==> config.mk <==
export PLATFORM = sky130hd
export DESIGN_NAME = alu_op_scheduler
export DESIGN_NICKNAME = d
export VERILOG_FILES = /design/src/rtl/alu_pkg.sv /design/src/rtl/alu_iter_muldiv.sv /design/src/rtl/alu_op_scheduler.sv
export SDC_FILE = /design/constraint.sdc
export NUM_CORES = 1
export LEC_CHECK = 0
export CAP_MARGIN = 25
export CORE_MARGIN = 2
export CORE_UTILIZATION = 58
export DETAILED_ROUTE_END_ITERATION = 16
export MAX_ROUTING_LAYER = met4
export PLACE_DENSITY_LB_ADDON = 0.25
export REMOVE_ABC_BUFFERS = 1
export SLEW_MARGIN = 15
export SYNTH_ARGS = -nofsm -noshare
export SYNTH_HDL_FRONTEND = slang
export SYNTH_SLANG_ARGS = --single-unit
==> constraint.sdc <==
create_clock -name clk -period 5.7 [get_ports clk]
set_input_delay 1.14 -clock clk [delete_from_list [all_inputs] [get_ports clk]]
set_output_delay 1.14 -clock clk [all_outputs]
set_load 0.02 [all_outputs]
==> src/rtl/alu_pkg.sv <==
// Shared opcodes and scheduler state encodings
// for the ALU operation scheduler.
package alu_pkg;

  localparam logic [2:0] OP_NOT  = 3'b000;
  localparam logic [2:0] OP_AND  = 3'b001;
  localparam logic [2:0] OP_OR   = 3'b010;
  localparam logic [2:0] OP_ADD  = 3'b011;
  localparam logic [2:0] OP_SUB  = 3'b100;
  localparam logic [2:0] OP_MUL  = 3'b101;
  localparam logic [2:0] OP_DIV  = 3'b110;
  localparam logic [2:0] OP_RSVD = 3'b111;

  typedef enum logic [1:0] {
    ST_IDLE = 2'd0,
    ST_EXEC = 2'd1,
    ST_ITER = 2'd2,
    ST_RESP = 2'd3
  } state_t;

  function automatic logic is_alu_op(
    input logic [2:0] op
  );
    return op <= OP_SUB;
  endfunction

endpackage

==> src/rtl/alu_iter_muldiv.sv <==
// Iterative unsigned multiply (shift-add) and
// restoring divide, one bit per cycle.
module alu_iter_muldiv
  import alu_pkg::*;
#(
  parameter int WIDTH    = 32,
  parameter int ITER_CYC = 32
) (
  input  logic             clk,
  input  logic             rst_n,
  input  logic             start,
  input  logic             is_div,
  input  logic [WIDTH-1:0] a,
  input  logic [WIDTH-1:0] b,
  output logic             busy,
  output logic             done,
  output logic [WIDTH-1:0] result
);

  localparam int CW =
    (ITER_CYC > 1) ? $clog2(ITER_CYC) : 1;
  localparam logic [CW-1:0] CNT_LAST =
    CW'(ITER_CYC - 1);

  logic             r_busy;
  logic             r_div;
  logic [CW-1:0]    r_cnt;
  logic [WIDTH-1:0] r_acc;
  logic [WIDTH-1:0] r_sh;
  logic [WIDTH-1:0] r_opd;

  logic [WIDTH:0]   w_rem_sh;
  logic             w_fits;
  logic [WIDTH-1:0] w_acc_nxt;
  logic [WIDTH-1:0] w_sh_nxt;

  // acc: product / remainder, sh: multiplier / dividend->quotient
  always_comb begin
    w_rem_sh  = {r_acc, r_sh[WIDTH-1]};
    w_fits    = (w_rem_sh >= {1'b0, r_opd});
    w_acc_nxt = {r_acc[WIDTH-2:0], 1'b0}
              + (r_sh[WIDTH-1] ? r_opd : '0);
    w_sh_nxt  = {r_sh[WIDTH-2:0], 1'b0};
    if (r_div) begin
      w_acc_nxt = w_fits
                ? (w_rem_sh[WIDTH-1:0] - r_opd)
                : w_rem_sh[WIDTH-1:0];
      w_sh_nxt  = {r_sh[WIDTH-2:0], w_fits};
    end
  end

  assign busy   = r_busy;
  assign done   = r_busy & (r_cnt == CNT_LAST);
  assign result = r_div ? w_sh_nxt : w_acc_nxt;

  always_ff @(posedge clk) begin
    if (!rst_n) begin
      r_busy <= 1'b0;
      r_div  <= 1'b0;
      r_cnt  <= '0;
      r_acc  <= '0;
      r_sh   <= '0;
      r_opd  <= '0;
    end else if (start) begin
      r_busy <= 1'b1;
      r_div  <= is_div;
      r_cnt  <= '0;
      r_acc  <= '0;
      r_sh   <= is_div ? a : b;
      r_opd  <= is_div ? b : a;
    end else if (r_busy) begin
      r_acc <= w_acc_nxt;
      r_sh  <= w_sh_nxt;
      if (done) begin
        r_busy <= 1'b0;
        r_cnt  <= '0;
      end else begin
        r_cnt <= r_cnt + 1'b1;
      end
    end
  end

endmodule

==> src/rtl/alu_op_scheduler.sv <==
// Round-robin scheduler sharing one ALU and an
// iterative MUL/DIV unit between two requesters.
module alu_op_scheduler
  import alu_pkg::*;
#(
  parameter int WIDTH    = 32,
  parameter int ITER_CYC = 32
) (
  input  logic             clk,
  input  logic             rst_n,
  input  logic             req0_valid,
  output logic             req0_ready,
  input  logic [WIDTH-1:0] req0_a,
  input  logic [WIDTH-1:0] req0_b,
  input  logic [2:0]       req0_op,
  input  logic             req1_valid,
  output logic             req1_ready,
  input  logic [WIDTH-1:0] req1_a,
  input  logic [WIDTH-1:0] req1_b,
  input  logic [2:0]       req1_op,
  output logic [WIDTH-1:0] alu_a,
  output logic [WIDTH-1:0] alu_b,
  output logic [2:0]       alu_op,
  input  logic [WIDTH-1:0] alu_result,
  output logic             rsp_valid,
  input  logic             rsp_ready,
  output logic [WIDTH-1:0] rsp_data,
  output logic             rsp_id,
  output logic             rsp_err
);

  state_t           r_state;
  state_t           w_state_nxt;
  logic             r_rr;
  logic [WIDTH-1:0] r_a;
  logic [WIDTH-1:0] r_b;
  logic [2:0]       r_op;
  logic             r_id;
  logic [WIDTH-1:0] r_rsp_data;
  logic             r_rsp_err;

  logic             w_any;
  logic             w_both;
  logic             w_gnt;
  logic             w_accept;
  logic [WIDTH-1:0] w_in_a;
  logic [WIDTH-1:0] w_in_b;
  logic [2:0]       w_in_op;
  logic             w_in_alu;
  logic             w_in_iter;
  logic             w_in_err;

  logic             w_md_busy;
  logic             w_md_done;
  logic [WIDTH-1:0] w_md_result;

  always_comb begin
    w_any     = req0_valid | req1_valid;
    w_both    = req0_valid & req1_valid;
    w_gnt     = w_both ? r_rr : req1_valid;
    w_accept  = rst_n & (r_state == ST_IDLE)
              & w_any;
    w_in_a    = w_gnt ? req1_a  : req0_a;
    w_in_b    = w_gnt ? req1_b  : req0_b;
    w_in_op   = w_gnt ? req1_op : req0_op;
    w_in_alu  = is_alu_op(w_in_op);
    w_in_iter = (w_in_op == OP_MUL)
              | ((w_in_op == OP_DIV)
                 & (w_in_b != '0));
    w_in_err  = ~w_in_alu & ~w_in_iter;
  end

  assign req0_ready = w_accept & ~w_gnt;
  assign req1_ready = w_accept &  w_gnt;

  always_comb begin
    w_state_nxt = r_state;
    unique case (r_state)
      ST_IDLE: begin
        if (w_accept) begin
          unique case (1'b1)
            w_in_alu:  w_state_nxt = ST_EXEC;
            w_in_iter: w_state_nxt = ST_ITER;
            default:   w_state_nxt = ST_RESP;
          endcase
        end
      end
      ST_EXEC: w_state_nxt = ST_RESP;
      ST_ITER: begin
        if (w_md_done | ~w_md_busy)
          w_state_nxt = ST_RESP;
      end
      ST_RESP: begin
        if (rsp_ready)
          w_state_nxt = ST_IDLE;
      end
      default: w_state_nxt = ST_IDLE;
    endcase
  end

  always_ff @(posedge clk) begin
    if (!rst_n) begin
      r_state    <= ST_IDLE;
      r_rr       <= 1'b0;
      r_a        <= '0;
      r_b        <= '0;
      r_op       <= OP_NOT;
      r_id       <= 1'b0;
      r_rsp_data <= '0;
      r_rsp_err  <= 1'b0;
    end else begin
      r_state <= w_state_nxt;
      if (w_accept) begin
        r_a  <= w_in_a;
        r_b  <= w_in_b;
        r_op <= w_in_op;
        r_id <= w_gnt;
        if (w_both)
          r_rr <= ~w_gnt;
        // error results skip execution entirely
        if (w_in_err) begin
          r_rsp_data <= (w_in_op == OP_RSVD)
                      ? '0 : '1;
          r_rsp_err  <= 1'b1;
        end
      end
      if (r_state == ST_EXEC) begin
        r_rsp_data <= alu_result;
        r_rsp_err  <= 1'b0;
      end
      if ((r_state == ST_ITER)
          && (w_state_nxt == ST_RESP)) begin
        r_rsp_data <= w_md_result;
        r_rsp_err  <= 1'b0;
      end
    end
  end

  assign alu_a     = r_a;
  assign alu_b     = r_b;
  assign alu_op    = r_op;
  assign rsp_valid = (r_state == ST_RESP);
  assign rsp_data  = r_rsp_data;
  assign rsp_id    = r_id;
  assign rsp_err   = r_rsp_err;

  alu_iter_muldiv #(
    .WIDTH    (WIDTH),
    .ITER_CYC (ITER_CYC)
  ) u_muldiv (
    .clk    (clk),
    .rst_n  (rst_n),
    .start  (w_accept & w_in_iter),
    .is_div (w_in_op == OP_DIV),
    .a      (w_in_a),
    .b      (w_in_b),
    .busy   (w_md_busy),
    .done   (w_md_done),
    .result (w_md_result)
  );

endmodule

-- Yosys cells after proc, flatten, opt, wreduce, memory -nomap -nowiden
Index checks and enable logic that the tools add are counted.
- add/subtract/negate cells: 3
- magnitude comparators: 2
- equal/unequal tests: 8
- muxes and demuxes: 27
- bitwise operators: 17
- reductions and logical operators: 11
- operators by type and width (operator ; number):
    $mux W32 ; 15
    $ge A33 B32 Y1 ; 1
    $add A32 B32 Y32 ; 1
    $reduce_bool A32 Y1 ; 1
    $sub A32 B32 Y32 ; 1
    $and A1 B1 Y1 ; 9
    $eq A3 B3 Y1 const B ; 3
    $pmux W2 S4 ; 1
    $eq A2 B2 Y1 const B ; 3
    $mux W2 ; 3
    $reduce_and A2 Y1 ; 3
    $reduce_bool A3 Y1 ; 2
    $add A5 B1 Y5 const B ; 1
    $eq A5 B5 Y1 const B ; 1
    $mux W1 ; 5
    $mux W5 ; 1
    $not A1 Y1 ; 5
    $pmux W2 S2 ; 1
    $le A3 B3 Y1 const B ; 1
    $mux W3 ; 1
    $or A1 B1 Y1 ; 3
    $reduce_or A3 Y1 ; 1
    $eq A2 B1 Y1 const B ; 1
    $logic_not A2 Y1 ; 1
    3 further kinds ; 3
- bits in registers: 207
- input port bits: 171
- output and inout bits: 104
- logic and storage cells: 82

-- Longest topological paths before layout
Gate-level depths: netlist of the first run.
- depth in word-level cells: 13
- depth in mapped cells: 15
- depth with buffers taken out: 14

-- Hierarchy
A second synthesis of the first run with hierarchy kept.
- cells, all modules: 1766
- area total of the unflattened synthesis: 14853.0 µm²
- by module, submodules not included (module ; times used ; cells an instance ; area an instance (µm²) ; sequential area each (µm²)):
    alu_iter_muldiv ; 1 ; 1212 ; 9451.6 ; 2062.0
    alu_op_scheduler ; 1 ; 554 ; 5401.4 ; 2082.0

-- Worst setup path after synthesis of the first run
OpenSTA, ideal clock, no wires.
- path kind: input port to output port
- start point: in req1_valid
- end point: out req1_ready
- data arrival time: 2.826 ns
- required time: 4.560 ns
- path slack: 1.734 ns
- stages on the path: 7
- buffers on the path: 5
- cells stage by stage: clkbuf_1 nand2_1 buf_2 buf_2 clkbuf_1 buf_2 nor2_1
- word-level cells in the longest chain between the ends: 3
- elaborated cells on any way between the ends: 5
- those cells by class: 1 x mux; 4 x bitwise
- RTL lines (what ; line ; source):
    from (decl) ; alu_op_scheduler.sv:16 ; input logic req1_valid,
    $or A1 B1 Y1 or $and A1 B1 Y1 (tied branches) ; alu_op_scheduler.sv:58, alu_op_scheduler.sv:59 ;
    $and A1 B1 Y1 or $mux W1 (tied branches) ; alu_op_scheduler.sv:62, alu_op_scheduler.sv:60 ;
    $and A1 B1 Y1 (*) ; alu_op_scheduler.sv:74 ; assign req1_ready = w_accept & w_gnt;
    to (decl) ; alu_op_scheduler.sv:17 ; output logic req1_ready,
Mark *: on every way between the ends. The rest lies on a longest branch, timed or not.

-- Worst setup path after layout of the first run
- start point: in req0_valid
- end point: out req1_ready
- word-level cells in the longest chain between the ends: 3
- elaborated cells on any way between the ends: 5
- those cells by class: 1 x mux; 4 x bitwise
- RTL lines (what ; line ; source):
    from (decl) ; alu_op_scheduler.sv:11 ; input logic req0_valid,
    $or A1 B1 Y1 or $and A1 B1 Y1 (tied branches) ; alu_op_scheduler.sv:58, alu_op_scheduler.sv:59 ;
    $and A1 B1 Y1 or $mux W1 (tied branches) ; alu_op_scheduler.sv:62, alu_op_scheduler.sv:60 ;
    $and A1 B1 Y1 (*) ; alu_op_scheduler.sv:74 ;
Marks and branches as above.

==> flow_summary.yaml, run 1 <==
status:
  outcome: "finished clean"
sta:
  worst_clock_skew_ns: 0.02188
  maxSlewViolCount: 0
  fin_ws_ns: 1.246
  hold_viol_final: 0
  fmax_mhz: 224.5
  worst_slew_pin_slew_ns: 1.032
  relSlewSlack_pct: 31.19
  finalCriticalPeriod_ns: 4.454
  final-setup-viol-count: 0
  tns_ns: 0
  rsz0062_at_grt: "false"
  timing.final.crit_share_pct: 78.13
synthesis:
  ys_seq_elements: 207
  yosysTopAreaCell: "dfxtp_1"
  synth_ff_type: "dfxtp_1"
  ys_seq_area_share_pct: 28.24
  post_synth.cell_area_avg_um2: 8.434
  yosysTopAreaCellShare_pct: 28.24
  netlist_instances: 1740
  yosys_warnings: 0
  synth.distinct_cells: 78
  synthTopCellsByArea: "dfxtp_1 (28%), mux4_2 (9.5%), mux2i_1 (9.3%), ha_1 (5.5%), a21oi_1 (5.5%)"
  syn_area_um2: 14680
  ys_async_sr_fraction_pct: 0
  synth-edff-count: 0
worst_hold_path:
  min_path_type: "reg -> reg"
  hold_start: "rsp_data[13]$_SDFFE_PN0P_"
  hold-path-cell-count: 2
grt:
  grt_pass1_vias: 14090
  grt_pass1_wl_um: 76620
  grt_antenna_before_repair: 0
  grt_max_degree: 96
  overflow: 0
  grt_usage_pct: 37.34
critical_path:
  worstSetupPathType: "in -> out"
  worstSetupPathDepth: 5
  cp-start-kind: "input pin"
  rr_startpoint: "u_muldiv.r_sh[31]$_SDFFE_PN0P_"
  crit_start: "req0_valid"
  path_buf_inv: 2
  path_cells: "clkdlybuf4s50_1, nand2b_1, nand2_4, nor2_1, clkdlybuf4s50_1"
  cp-end-kind: "primary output"
  cpPeakStageDelay_ns: 0.68
  worstPathMaxFanout: 38
  r2r_cells: 15
  cp.arrival_ns: 3.31
  path_delay_family: "buffers and inverters"
  cp_slowest_cell: "clkdlybuf4s50_1"
  crit_top_cell: "clkdlybuf4s50_1"
  worst_ep_required_time_ns: 4.56
finish:
  stdcell_area_um2: 18330
  multi_input_area_um2: 9878
  final-seq-area_um2: 4146
  area_growth_pct: 24.88
  nNetsFinal: 2171
  fillers: 1902
  layout-drive-gt1-share_pct: 8.876
floorplan:
  die_w_um: 163.1
  boundaryPins: 275
  rows: 58
  die_h_um: 163.1
  initial_core_util_pct: 58.62
  die_area_um2: 26590
  core-area_um2: 25040
power:
  p_leak_nw: 7.560
  swShare_pct: 36.68
  power_frac_comb_pct: 39.9
  seqPwrFrac_pct: 31.9
  powerDensity_nw_per_um2: 305.4
  power.switching_mw: 2.053
  p_clk_share_pct: 28.2
  vdd_ir_drop_max_mv: 0.2583
  p_int_mw: 3.544
  power_mw: 5.597
routing:
  wirelength_um: 49510
  drc_errors: 0
  drt_iter0_drc: 1556
  wl_per_cell_um: 21.72
  vias: 14920
  via_per_inst: 6.545
  firstDrtPassIters: 6
  drtAntennaViolNets: 0
clock_tree:
  worst_skew_pair.late_latency_ns: 0.53
  cts_root_buf: "clkbuf_16"
  post-cts-setup-buffers: 0
  clockBufferDepth: 3
  cts_resized: 0
  cts.htree.levels: 1
  clock_sinks: 207
  numCtsBuffers: 23
  cts_tree: "built"
  clk_pin_slew_ns: 0.07
  hold_buffers: 0
placement:
  dp_hpwl_um: 36700
  io_buffers: 274
  pre_cts_ws_ns: 1.099
  placed_area_um2: 17550
  globalplace.congestion: 0.9639
flow_run:
  drv_cap: 0
## logic make-up (layout without fill, tap and decap cells)
family / count (synthesis) / after routing / synth area share, %
compound gates: 522 / 522 / 22.01
xor+xnor: 48 / 48 / 2.865
fa+ha+maj: 67 / 67 / 5.815
buf+inv: 180 / 389 / 4.783
flops: 207 / 207 / 28.24
mux: 219 / 219 / 20.40
other cells: 0 / 1 / 0
simple gates: 497 / 497 / 15.88
## worst min-delay path, stage by stage (launching register included)
cell,delay (ns)
dfxtp_1,0.32
nand2_1,0.05
a21oi_1,0.05
## cell usage in the layout (no fill, tap or decap), types with 4 or more instances in the layout
master,n
a211o_1,7
a211oi_1,69
a21o_1,28
a21oi_1,160
a31oi_1,11
and2_1,10
and3_1,16
buf_4,17
clkbuf_16,23
clkdlybuf4s50_1,273
clkinv_2,6
dfxtp_1,205
ha_1,65
inv_1,52
mux2_2,21
mux2i_1,136
mux4_2,62
nand2_1,87
nand2b_1,11
nand3_1,80
nand4_1,18
nor2_1,185
nor2b_1,7
nor3_1,28
nor4_1,22
o211ai_1,11
o21a_1,14
o21ai_0,151
o21bai_1,7
o221ai_1,7
o22ai_1,4
o31ai_1,5
or2_2,5
or3_1,8
xnor2_1,28
xor2_1,20
## flip-flops by register name, summed over array words and instances, names as in the netlist
name and cells:
alu_a 32, alu_b 32, alu_op 3, r_rr 1, r_state 2, rsp_data 32
rsp_err 1, rsp_id 1, u_muldiv.busy 1, u_muldiv.r_acc 32, u_muldiv.r_cnt 5, u_muldiv.r_div 1
u_muldiv.r_opd 32, u_muldiv.r_sh 32
## layer usage
metal,vias to the layer above,wire length (um),track usage [%],part of all wire [%]
met4,0,1797,12.51,3.6
met5,-,0,-,0
met3,122,4331,5.967,8.7
met2,796,22780,57.95,46
met1,7131,20600,50.00,42
li1,6873,-,-,-
## cell type report
| cell class | instances | area share [%] |
|---|---|---|
| Clock inverter | 13 | 0.8398 |
| Multi-Input combinational cell | 1353 | 53.90 |
| Inverter | 54 | 1.106 |
| Timing Repair Buffer | 294 | 15.85 |
| Antenna cell | 1 | 0.01365 |
| Clock buffer | 28 | 3.407 |
| Sequential cell | 207 | 22.63 |
| Tap cell | 330 | 2.253 |
## stage by stage
stage | utilization, % | hold slack (ns) | instances
finish | 73.20 | 0.4599 | 2280
global route | 73.19 | 0.4755 | 2279
floorplan | - | 0.4531 | 1614
detailed placement | 70.08 | 0.4530 | 2238
CTS | 73.19 | 0.4618 | 2279
global placement | 70.00 | 0.4443 | 2236
## power by group through the flow
| stage | Sequential (mW) | Combinational, mW | Clock, mW |
|---|---|---|---|
| after floorplan | 1.95 | 1.21 | 0 |
| after global placement | 1.80 | 2.15 | 0 |
| after detailed placement | 1.81 | 2.19 | 0 |
| after CTS | 1.78 | 2.20 | 1.58 |
| after global routing | 1.80 | 2.38 | 1.64 |
| final | 1.78 | 2.23 | 1.58 |
## synth_stat cells, types with 8 or more instances
master,count
mux4_2,62
xnor2_1,28
ha_1,65
nand2_1,88
nand4_1,18
a21o_1,28
nand2b_1,12
nor3_1,29
a211oi_1,69
o21a_1,14
o211ai_1,11
nand3_1,80
a21oi_1,160
inv_1,52
buf_2,21
and2_1,10
o21ai_0,151
a31oi_1,11
xor2_1,20
nor2_1,185
dfxtp_1,207
mux2_2,21
nor4_1,22
mux2i_1,136
or3_1,8
clkbuf_1,91
and3_1,16
buf_1,14
nor2b_1,8
## path summary, 6_finish.rpt
path	to	slack [ns]
worst min register to register	rsp_data[13]$_SDFFE_PN0P_	0.46
worst max register to register	u_muldiv.r_acc[25]$_SDFFE_PP0P_	1.41
worst max-delay path	req1_ready	1.25
worst min-delay path	rsp_data[13]$_SDFFE_PN0P_	0.46
No activity file was read; power rests on OpenSTA's default activity.
==> run 2: changes to the inputs <==
--- a/config.mk
+++ b/config.mk
@@ -7,7 +7,7 @@
 export LEC_CHECK = 0
 export CAP_MARGIN = 25
 export CORE_MARGIN = 2
-export CORE_UTILIZATION = 58
+export CORE_UTILIZATION = 49
 export DETAILED_ROUTE_END_ITERATION = 16
 export MAX_ROUTING_LAYER = met4
 export PLACE_DENSITY_LB_ADDON = 0.25
==> constraint.sdc (replaced) <==
create_clock -name clk -period 3.8 [get_ports clk]
set_input_delay 0.76 -clock clk [delete_from_list [all_inputs] [get_ports clk]]
set_output_delay 0.76 -clock clk [all_outputs]
set_load 0.02 [all_outputs]
==> flow_summary.yaml, run 2 (synthesized netlist as in run 1, its figures left out) <==
floorplan:
  rows: 63
  die_area_um2: 31350
  core-area_um2: 29560
  die_h_um: 177.1
  initial_core_util_pct: 49.65
  boundaryPins: 275
  die_w_um: 177.1
placement:
  numPlacedInstances: 2318
  dp_hpwl_um: 37660
  globalplace.congestion: 0.9524
  io_buffers: 274
  placed_area_um2: 17850
  pre_cts_ws_ns: 0.06774
clock_tree:
  numCtsBuffers: 23
  clockBufferDepth: 3
  cts_root_buf: "clkbuf_16"
  worst_skew_pair.late_latency_ns: 0.52
  clk_pin_slew_ns: 0.06
  cts.htree.levels: 1
  clock_sinks: 207
  cts_tree: "built"
finish:
  area_growth_pct: 26.80
  final_common_cell: "clkdlybuf4s50_1"
  layout_common_cells: "clkdlybuf4s50_1 (273), dfxtp_1 (205), nor2_1 (185)"
  nNetsFinal: 2191
  layout-drive-gt1-share_pct: 9.664
  finalNonFillerCells: 2360
  stdcell_area_um2: 18610
routing:
  wirelength_um: 50590
  drtAntennaViolNets: 0
  wl_per_cell_um: 21.44
  firstDrtPassIters: 5
  drt_iter0_drc: 1234
  via_per_inst: 6.226
  drc_errors: 0
  vias: 14690
sta:
  hold_viol_final: 0
  worst_slew_pin_slew_ns: 1.047
  fin_ws_ns: 0.1832
  fmax_mhz: 276.5
  maxSlewViolCount: 0
  worst_clock_skew_ns: 0.009237
  finalCriticalPeriod_ns: 3.617
  rsz0062_at_grt: "false"
  fin_hold_ws_ns: 0.4532
  final-setup-viol-count: 0
  timing.final.crit_share_pct: 95.18
  relSlewSlack_pct: 30.22
  tns_ns: 0
critical_path:
  worstSetupPathType: "reg -> reg"
  cp-start-kind: "register"
  path_cells: "inv_1, ha_1, nand4_1, nor4_1, a31oi_1, a21boi_1, a31oi_1, o21ai_2, buf_12, nor2_1, nand4_1, a31oi_1"
  crit_start: "u_muldiv.r_opd[5]$_SDFFE_PN0P_"
  cpPeakStageDelay_ns: 0.62
  cp_slowest_cell: "nor4_1"
  crit_top_cell: "a31oi_1"
  cp-end-kind: "register"
  path_buf_inv: 2
  cp.arrival_ns: 4.07
  path_delay_family: "simple AND/OR/NAND/NOR gates"
  rr_startpoint: "u_muldiv.r_opd[5]$_SDFFE_PN0P_"
  worstPathMaxFanout: 43
  worst_ep_required_time_ns: 4.25
worst_hold_path:
  hold_start: "rsp_data[11]$_SDFFE_PN0P_"
  min_path_type: "reg -> reg"
power:
  p_leak_nw: 7.675
  vdd_ir_drop_max_mv: 0.3520
  powerDensity_nw_per_um2: 451.1
grt:
  grt_antenna_before_repair: 4
  grt_max_degree: 86
  overflow: 0
  grt_usage_pct: 32.51
  grt_pass1_vias: 13940
  grt_pass1_wl_um: 78450
status:
  outcome: "finished clean"
flow_run:
  drv_cap: 0
-- run 2: cell count changes in the layout (fill, tap and decap cells not counted), moves of 2 or more --
| cell | delta |
|---|---|
| clkinv_2 | -2 |
| clkbuf_8 | +2 |
| buf_4 | +14 |
| buf_12 | +7 |
| diode_2 | +3 |
-- run 2: final timing paths --
check	endpoint	slack, ns	cells past startpoint
setup / recovery	u_muldiv.r_acc[30]$_SDFFE_PP0P_	0.18	12
hold reg to reg	rsp_data[11]$_SDFFE_PN0P_	0.45	2
setup reg to reg	u_muldiv.r_acc[30]$_SDFFE_PP0P_	0.18	12
hold / removal	rsp_data[11]$_SDFFE_PN0P_	0.45	2
-- run 2: where the power goes --
group | total (mW) | internal, mW | switching, mW
clock | 2.27 | 1.34 | 0.938
sequential | 2.66 | 2.46 | 0.205
combinational | 3.46 | 1.56 | 1.90
total | 8.39 | 5.35 | 3.04
-- run 2: stage by stage --
stage / power [mW] / utilization [%]
floorplan: 4.744 / -
global placement: 6.048 / 60.37
detailed placement: 6.089 / 60.37
CTS: 8.357 / 62.89
global route: 8.769 / 62.95
finish: 8.393 / 62.95
-- run 2: what timing repair did --
action / 4_1_cts / 5_1_grt
endpoints found under the setup margin: 0 / 8
buffers inserted: 0 / 0
gates resized for setup: 0 / 2
hold buffers: 0 / 0
-- run 2: metal layers --
metal	wire, um	GRT usage (%)	vias to the layer above
met2	23040	48.52	640
met4	1466	10.40	0
met3	4217	5.735	80
li1	-	-	6903
met5	0	-	-
met1	21870	44.66	7071
-- run 2: worst reg2reg max path, stage by stage (launching register included) --
cell and delay, ns:
dfxtp_1 0.41, inv_1 0.11, ha_1 0.41, nand4_1 0.17, nor4_1 0.62, a31oi_1 0.33, a21boi_1 0.24, a31oi_1 0.20
o21ai_2 0.10, buf_12 0.19, nor2_1 0.39, nand4_1 0.19, a31oi_1 0.19
-- run 2: cell type report --
| type | instances | area [um2] |
|---|---|---|
| clock inverters | 7 | 88.84 |
| repair buffers | 314 | 3142 |
| diodes | 4 | 10.01 |
| multi-input cells | 1353 | 9874 |
| fillers | 2549 | 10950 |
| well taps | 390 | 488.0 |
| clock buffers | 31 | 655.6 |
| flip-flops and latches | 207 | 4146 |
| inverters | 54 | 202.7 |
==> run 3: changes to the inputs <==
--- a/config.mk
+++ b/config.mk
@@ -5,6 +5,7 @@
 export SDC_FILE = /design/constraint.sdc
 export NUM_CORES = 1
 export LEC_CHECK = 0
+export ABC_CLOCK_PERIOD_IN_PS = 3800
 export CAP_MARGIN = 25
 export CORE_MARGIN = 2
 export CORE_UTILIZATION = 49
==> results of run 3 <==
No change in the layout: final DEF, timing and power equal those of run 2.
